File: config.mk
export PLATFORM = sky130hd
export DESIGN_NAME = mem_stage_wb_reg
export DESIGN_NICKNAME = d
export VERILOG_FILES = /design/src/rtl/mem_pkg.sv /design/src/rtl/mem_lane_align.sv /design/src/rtl/mem_stage_wb_reg.sv
export SDC_FILE = /design/constraint.sdc
export NUM_CORES = 1
export LEC_CHECK = 0
export CELL_PAD_IN_SITES_DETAIL_PLACEMENT = 1
export CELL_PAD_IN_SITES_GLOBAL_PLACEMENT = 2
export CORE_MARGIN = 1
export CORE_UTILIZATION = 20
export DETAILED_ROUTE_END_ITERATION = 8
export PLACE_DENSITY = 0.85
export SETUP_SLACK_MARGIN = 0.05
export SLEW_MARGIN = 30
export SYNTH_ARGS = -nofsm -noshare
export SYNTH_HDL_FRONTEND = slang
export SYNTH_SLANG_ARGS = --single-unit
File: constraint.sdc
create_clock -name clk -period 2.85 [get_ports clk]
set_input_delay 0.855 -clock clk [delete_from_list [all_inputs] [get_ports clk]]
set_output_delay 0.855 -clock clk [all_outputs]
set_load 0.05 [all_outputs]
File: src/rtl/mem_pkg.sv
// Shared encodings for the MEM stage: access sizes, FSM states, byte-enable patterns.
// Optional misaligned-access trap is enabled by defining MEM_MISALIGN_TRAP_EN.
package mem_pkg;

    localparam logic [1:0] SZ_BYTE = 2'b00;
    localparam logic [1:0] SZ_HALF = 2'b01;
    localparam logic [1:0] SZ_WORD = 2'b10;

    typedef enum logic {
        IDLE = 1'b0,
        WAIT = 1'b1
    } state_t;

    // Big-endian lanes: bit 3 of a byte enable covers data bits 31:24
    localparam logic [3:0] BE_BYTE = 4'b1000;
    localparam logic [3:0] BE_HALF = 4'b1100;
    localparam logic [3:0] BE_WORD = 4'b1111;

endpackage

File: src/rtl/mem_lane_align.sv
// Store lane replication, byte-enable generation and load extract/extend.
// Low address bits pick the lane; size 11 behaves as a word.
module mem_lane_align
    import mem_pkg::*;
(
    input  logic [1:0]  size,
    input  logic [1:0]  addr_lo,
    input  logic        sign_ext,
    input  logic [31:0] st_data,
    input  logic [31:0] rdata,
    output logic [3:0]  be,
    output logic [31:0] wdata,
    output logic [31:0] ld_data
);

    logic        is_byte;
    logic        is_half;
    logic [7:0]  bsel;
    logic [15:0] hsel;

    assign is_byte = (size == SZ_BYTE);
    assign is_half = (size == SZ_HALF);

    // Lane 0 sits in the most significant bits
    assign bsel = rdata[{~addr_lo, 3'b000} +: 8];
    assign hsel = rdata[{~addr_lo[1], 4'b0000} +: 16];

    always_comb begin
        be      = BE_WORD;
        wdata   = st_data;
        ld_data = rdata;
        unique case (1'b1)
            is_byte: begin
                be      = BE_BYTE >> addr_lo;
                wdata   = {4{st_data[7:0]}};
                ld_data = {{24{sign_ext & bsel[7]}}, bsel};
            end
            is_half: begin
                be      = BE_HALF >> {addr_lo[1], 1'b0};
                wdata   = {2{st_data[15:0]}};
                ld_data = {{16{sign_ext & hsel[15]}}, hsel};
            end
            default: ;
        endcase
    end

endmodule

File: src/rtl/mem_stage_wb_reg.sv
// MEM stage: req/ack data-memory access with watchdog, plus the MEM/WB register.
// Define MEM_MISALIGN_TRAP_EN to trap misaligned half/word accesses instead of aligning them.
module mem_stage_wb_reg
    import mem_pkg::*;
#(
    parameter int TIMEOUT_CYCLES = 64,
    parameter int CNT_W          = 7
) (
    input  logic        clk,
    input  logic        R,
    input  logic        load_mem,
    input  logic        rf_le_mem,
    input  logic        E_mem,
    input  logic [1:0]  size_mem,
    input  logic        rw_dm_mem,
    input  logic [31:0] addr_mem,
    input  logic [31:0] st_data_mem,
    input  logic [4:0]  rd_mem,
    output logic        dm_req,
    output logic        dm_we,
    output logic [31:0] dm_addr,
    output logic [3:0]  dm_be,
    output logic [31:0] dm_wdata,
    input  logic        dm_ack,
    input  logic [31:0] dm_rdata,
    output logic        stall_mem,
    output logic        bus_err,
    output logic        trap_mem,
    output logic        rf_le_wb,
    output logic [4:0]  rd_wb,
    output logic [31:0] wb_data
);

    state_t            state;
    state_t            state_nxt;
    logic [CNT_W-1:0]  cnt;
    logic [CNT_W-1:0]  cnt_nxt;
    logic              access;
    logic              misaligned;
    logic              expire;
    logic              fault;
    logic              ld_wb;
    logic [31:0]       ld_data;

    assign access = load_mem | rw_dm_mem;
    assign ld_wb  = load_mem & ~rw_dm_mem;

`ifdef MEM_MISALIGN_TRAP_EN
    assign misaligned = ((size_mem == SZ_HALF) & addr_mem[0])
                      | (size_mem[1] & (addr_mem[1:0] != 2'b00));
`else
    assign misaligned = 1'b0;
`endif

    assign dm_req   = R & access & ~misaligned;
    assign dm_we    = dm_req & rw_dm_mem;
    assign dm_addr  = {addr_mem[31:2], 2'b00};
    assign trap_mem = R & access & misaligned;

    // A late ack on the final watchdog cycle still completes normally
    assign expire    = dm_req & ~dm_ack & (state == WAIT)
                     & (cnt == CNT_W'(TIMEOUT_CYCLES - 1));
    assign bus_err   = expire;
    assign stall_mem = dm_req & ~dm_ack & ~expire;
    assign fault     = bus_err | trap_mem;

    mem_lane_align u_align (
        .size     (size_mem),
        .addr_lo  (addr_mem[1:0]),
        .sign_ext (E_mem),
        .st_data  (st_data_mem),
        .rdata    (dm_rdata),
        .be       (dm_be),
        .wdata    (dm_wdata),
        .ld_data  (ld_data)
    );

    always_comb begin
        state_nxt = state;
        cnt_nxt   = cnt;
        unique case (state)
            IDLE: begin
                if (stall_mem) begin
                    state_nxt = WAIT;
                    cnt_nxt   = '0;
                end
            end
            WAIT: begin
                if (~stall_mem) begin
                    state_nxt = IDLE;
                    cnt_nxt   = '0;
                end else begin
                    cnt_nxt = cnt + CNT_W'(1);
                end
            end
            default: state_nxt = IDLE;
        endcase
    end

    always_ff @(posedge clk or negedge R) begin
        if (!R) begin
            state <= IDLE;
            cnt   <= '0;
        end else begin
            state <= state_nxt;
            cnt   <= cnt_nxt;
        end
    end

    always_ff @(posedge clk or negedge R) begin
        if (!R) begin
            rf_le_wb <= 1'b0;
            rd_wb    <= '0;
            wb_data  <= '0;
        end else if (stall_mem) begin
            rf_le_wb <= 1'b0;
        end else begin
            rf_le_wb <= rf_le_mem & ~fault;
            rd_wb    <= rd_mem;
            wb_data  <= ld_wb ? ld_data : addr_mem;
        end
    end

endmodule
==> flow_metrics.env <==
export IMPL_grt_pass1_wl_mm=24.7
export IMPL_synthSimpleGateAreaFrac_pct=10.8
export IMPL_grtUsageTotal_pct=17.7
export IMPL_hold_class="flip-flop to flip-flop"
export IMPL_boundaryPins=221
export IMPL_met1_length_mm=7.05
export IMPL_coreArea_mm2=0.0174
export IMPL_synthAdderAreaFrac_pct=0.350
export IMPL_clock_latency_ps=300
export IMPL_synth_ff_type="dfrtp_1"
export IMPL_num_rows=48
export IMPL_grt_overflow=0
export IMPL_cp_max_fo=3
export IMPL_setup_viol_count_final=0
export IMPL_synthToLayoutAreaGrowth_pct=87.3
export IMPL_n_antenna_cell=0
export IMPL_maxCapViolations=0
export IMPL_route_met2_wl_mm=8.22
export IMPL_clockBufferDepth=2
export IMPL_synth_top_family_by_area="compound AO/OA/AOI/OAI gates"
export IMPL_firstDrtPassIters=4
export IMPL_dieWidth_um=136
export IMPL_pre_cts_ws_ps=-242
export IMPL_synth_area_mm2=0.00357
export IMPL_cts_made_buffers=5
export IMPL_nets=688
export IMPL_grt_max_degree=47
export IMPL_antenna_found_initial=1
export IMPL_cts_root_buf="clkbuf_16"
export IMPL_synth_edf_count=0
export IMPL_fillers=1883
export IMPL_start_kind="input pin"
export IMPL_period_needed_ps=2780
export IMPL_period_share_pct=97.5
export IMPL_finalHoldViolations=0
export IMPL_cts_htree_levels=2
export IMPL_routabilityCongestion=0.803
export IMPL_muxShareOfSynthArea_pct=13.6
export IMPL_fin_ws_ps=70.6
export IMPL_first_global_vias=4112
export IMPL_layout_drive_gt1_share_pct=30.4
export IMPL_synth_compound_area_share_pct=27.3
export IMPL_met3_length_um=978
export IMPL_top_layer="met5"
export IMPL_critical_path_class="input pin to primary output"
export IMPL_run_status="finished, final reports clean"
export IMPL_clock_sinks=46
export IMPL_synth_cells=390
export IMPL_p_leak_uw=0.00277
export IMPL_avgSynthCellArea_um2=9.16
export IMPL_start_util_pct=20.6
export IMPL_rsz0062_at_grt="false"
export IMPL_vias_per_cell=4.73
export IMPL_drc_errors=0
export IMPL_clk_pin_slew_ps=70
export IMPL_ys_warnings_count=0
export IMPL_ant_nets=0
export IMPL_skew_ps=12.5
export IMPL_wl_per_cell_um=20.6
export IMPL_io_buffers=217
export IMPL_vias=3802
export IMPL_die_h_um=136
export IMPL_worst_pin_slew_ps=629
export IMPL_synth_seq_cells=46
export IMPL_wl_mm=16.5
export IMPL_yosysUniqueCellTypes=50
export IMPL_cp_end_kind="primary output"
export IMPL_setup_tns_final_ps=0
export IMPL_clock_fmax_mhz=360
export IMPL_cts_tree="yes"
export IMPL_drv_slew=0
export IMPL_crit_required_ps=2000
export IMPL_drtIter0Drc=134
export IMPL_dp_hpwl_mm=13.2
export IMPL_ir_drop_mv=0.244
export IMPL_power_density_mw_per_mm2=413
export IMPL_arrival_ps=1920
export IMPL_relSlewSlack_pct=58.1
export IMPL_dieArea_mm2=0.0184
export IMPL_async_flop_share_pct=100
export IMPL_synth_xor_area_share_pct=0.980
export IMPL_yosysSeqAreaShare_pct=32.2
==> cell usage after synthesis (3+ instances only) <==
master	count	area, um2
mux2_2	20	225
dfrtp_1	46	1150
a221oi_1	6	52.6
inv_1	5	18.8
buf_4	44	330
buf_1	3	11.3
nand2_1	39	146
o21ai_1	5	25.0
and3_1	4	25.0
xor2_1	3	26.3
o22ai_1	33	206
and2_1	3	18.8
o2bb2ai_1	17	149
mux2i_1	22	220
nor3_1	10	50.1
o21a_1	7	52.6
o21ai_0	30	150
buf_2	15	75.1
nor2_1	6	22.5
clkbuf_1	10	37.5
a221oi_2	10	150
a31oi_1	7	43.8
nand3_1	11	55.1
==> registers in the layout, summed over array words and instances (netlist names) <==
name      count
cnt           7
rd_wb         5
rf_le_wb      1
state         1
wb_data      32
==> routing by layer <==
| layer | global-route usage [%] | up-vias |
|---|---|---|
| met5 | 0 | - |
| met4 | 3.68 | 2 |
| met3 | 4.04 | 24 |
| met2 | 29.3 | 143 |
| met1 | 23.4 | 1846 |
| li1 | - | 1787 |
==> where the power goes <==
part	internal (uW)	total (uW)	switching, uW
Sequential	714	754	40.8
Clock	329	620	291
Combinational	590	1390	799
Total	1630	2760	1130
==> kinds of logic after synthesis <==
| logic type | Yosys count |
|---|---|
| AO/OA/AOI/OAI | 128 |
| XOR/XNOR | 4 |
| adder cells (fa/ha/maj) | 1 |
| buffers and inverters | 83 |
| flip-flops | 46 |
| multiplexers | 45 |
| other | 1 |
| AND/OR/NAND/NOR | 82 |
==> area by class of cell <==
| cell class | instances | area, um2 | area share [%] |
|---|---|---|---|
| Inverter | 7 | 26.3 | 0.393 |
| Sequential cell | 46 | 1150 | 17.2 |
| Multi-Input combinational cell | 263 | 2020 | 30.2 |
| Clock inverter | 3 | 23.8 | 0.355 |
| Clock buffer | 5 | 125 | 1.87 |
| Tap cell | 225 | 282 | 4.21 |
| Timing Repair Buffer | 254 | 3070 | 45.8 |
==> placed cells by master, fill, tap and decap left out, types with 3 or more instances in the layout <==
cell / n
dlymetal6s2s_1: 5
and2_1: 3
clkbuf_16: 5
buf_4: 38
a221oi_1: 6
o21ai_0: 20
a221oi_2: 10
mux2_2: 16
mux2_4: 4
dfrtp_1: 46
clkdlybuf4s50_1: 137
nand2_1: 38
buf_12: 59
buf_8: 4
o21ai_1: 5
inv_1: 5
o21ai_2: 10
a31oi_1: 7
o2bb2ai_1: 17
buf_6: 6
nand3_1: 11
and3_1: 4
nor3_1: 9
o22ai_1: 33
conb_1: 3
mux2i_1: 22
xor2_1: 3
o21a_1: 7
==> what timing repair did <==
item / CTS / global route
setup endpoints to repair: 22 / 13
pin swaps: 1 / 0
buffers inserted: 0 / 1
resized for setup: 28 / 16
hold buffers: 0 / 0
endpoints found under the hold margin: 0 / 0
==> worst max-delay path, cell delays in order <==
cell,delay [ps]
clkdlybuf4s50_1,580
nor2b_4,240
o21ai_2,90
buf_12,150
==> path summary, 6_finish.rpt <==
check / cells past startpoint / to / slack, ps / start
min: 1 / wb_data[23] / 500 / wb_data[23]
max reg2reg: 6 / wb_data[17] / 720 / cnt[0]
max in group asynchronous: 2 / rd_wb[0] / 1710 / R
max: 4 / dm_be[1] / 70 / addr_mem[0]
min in group asynchronous: 2 / wb_data[31] / 710 / R
min reg2reg: 1 / wb_data[23] / 500 / wb_data[23]
==> through the flow <==
| step | hold WS (ps) | util (%) | instances | area [um2] | total power, uW |
|---|---|---|---|---|---|
| finish | 502 | 38.6 | 803 | 6690 | 2760 |
| global route | 519 | 38.6 | 803 | 6690 | 2870 |
| CTS | 509 | 38.2 | 802 | 6630 | 2780 |
| detailed placement | 480 | 36.9 | 794 | 6400 | 2130 |
| global placement | 468 | 36.9 | 794 | 6400 | 2110 |
| floorplan | 467 | - | 392 | 3610 | 1500 |
No activity file was read; power rests on OpenSTA's default activity.
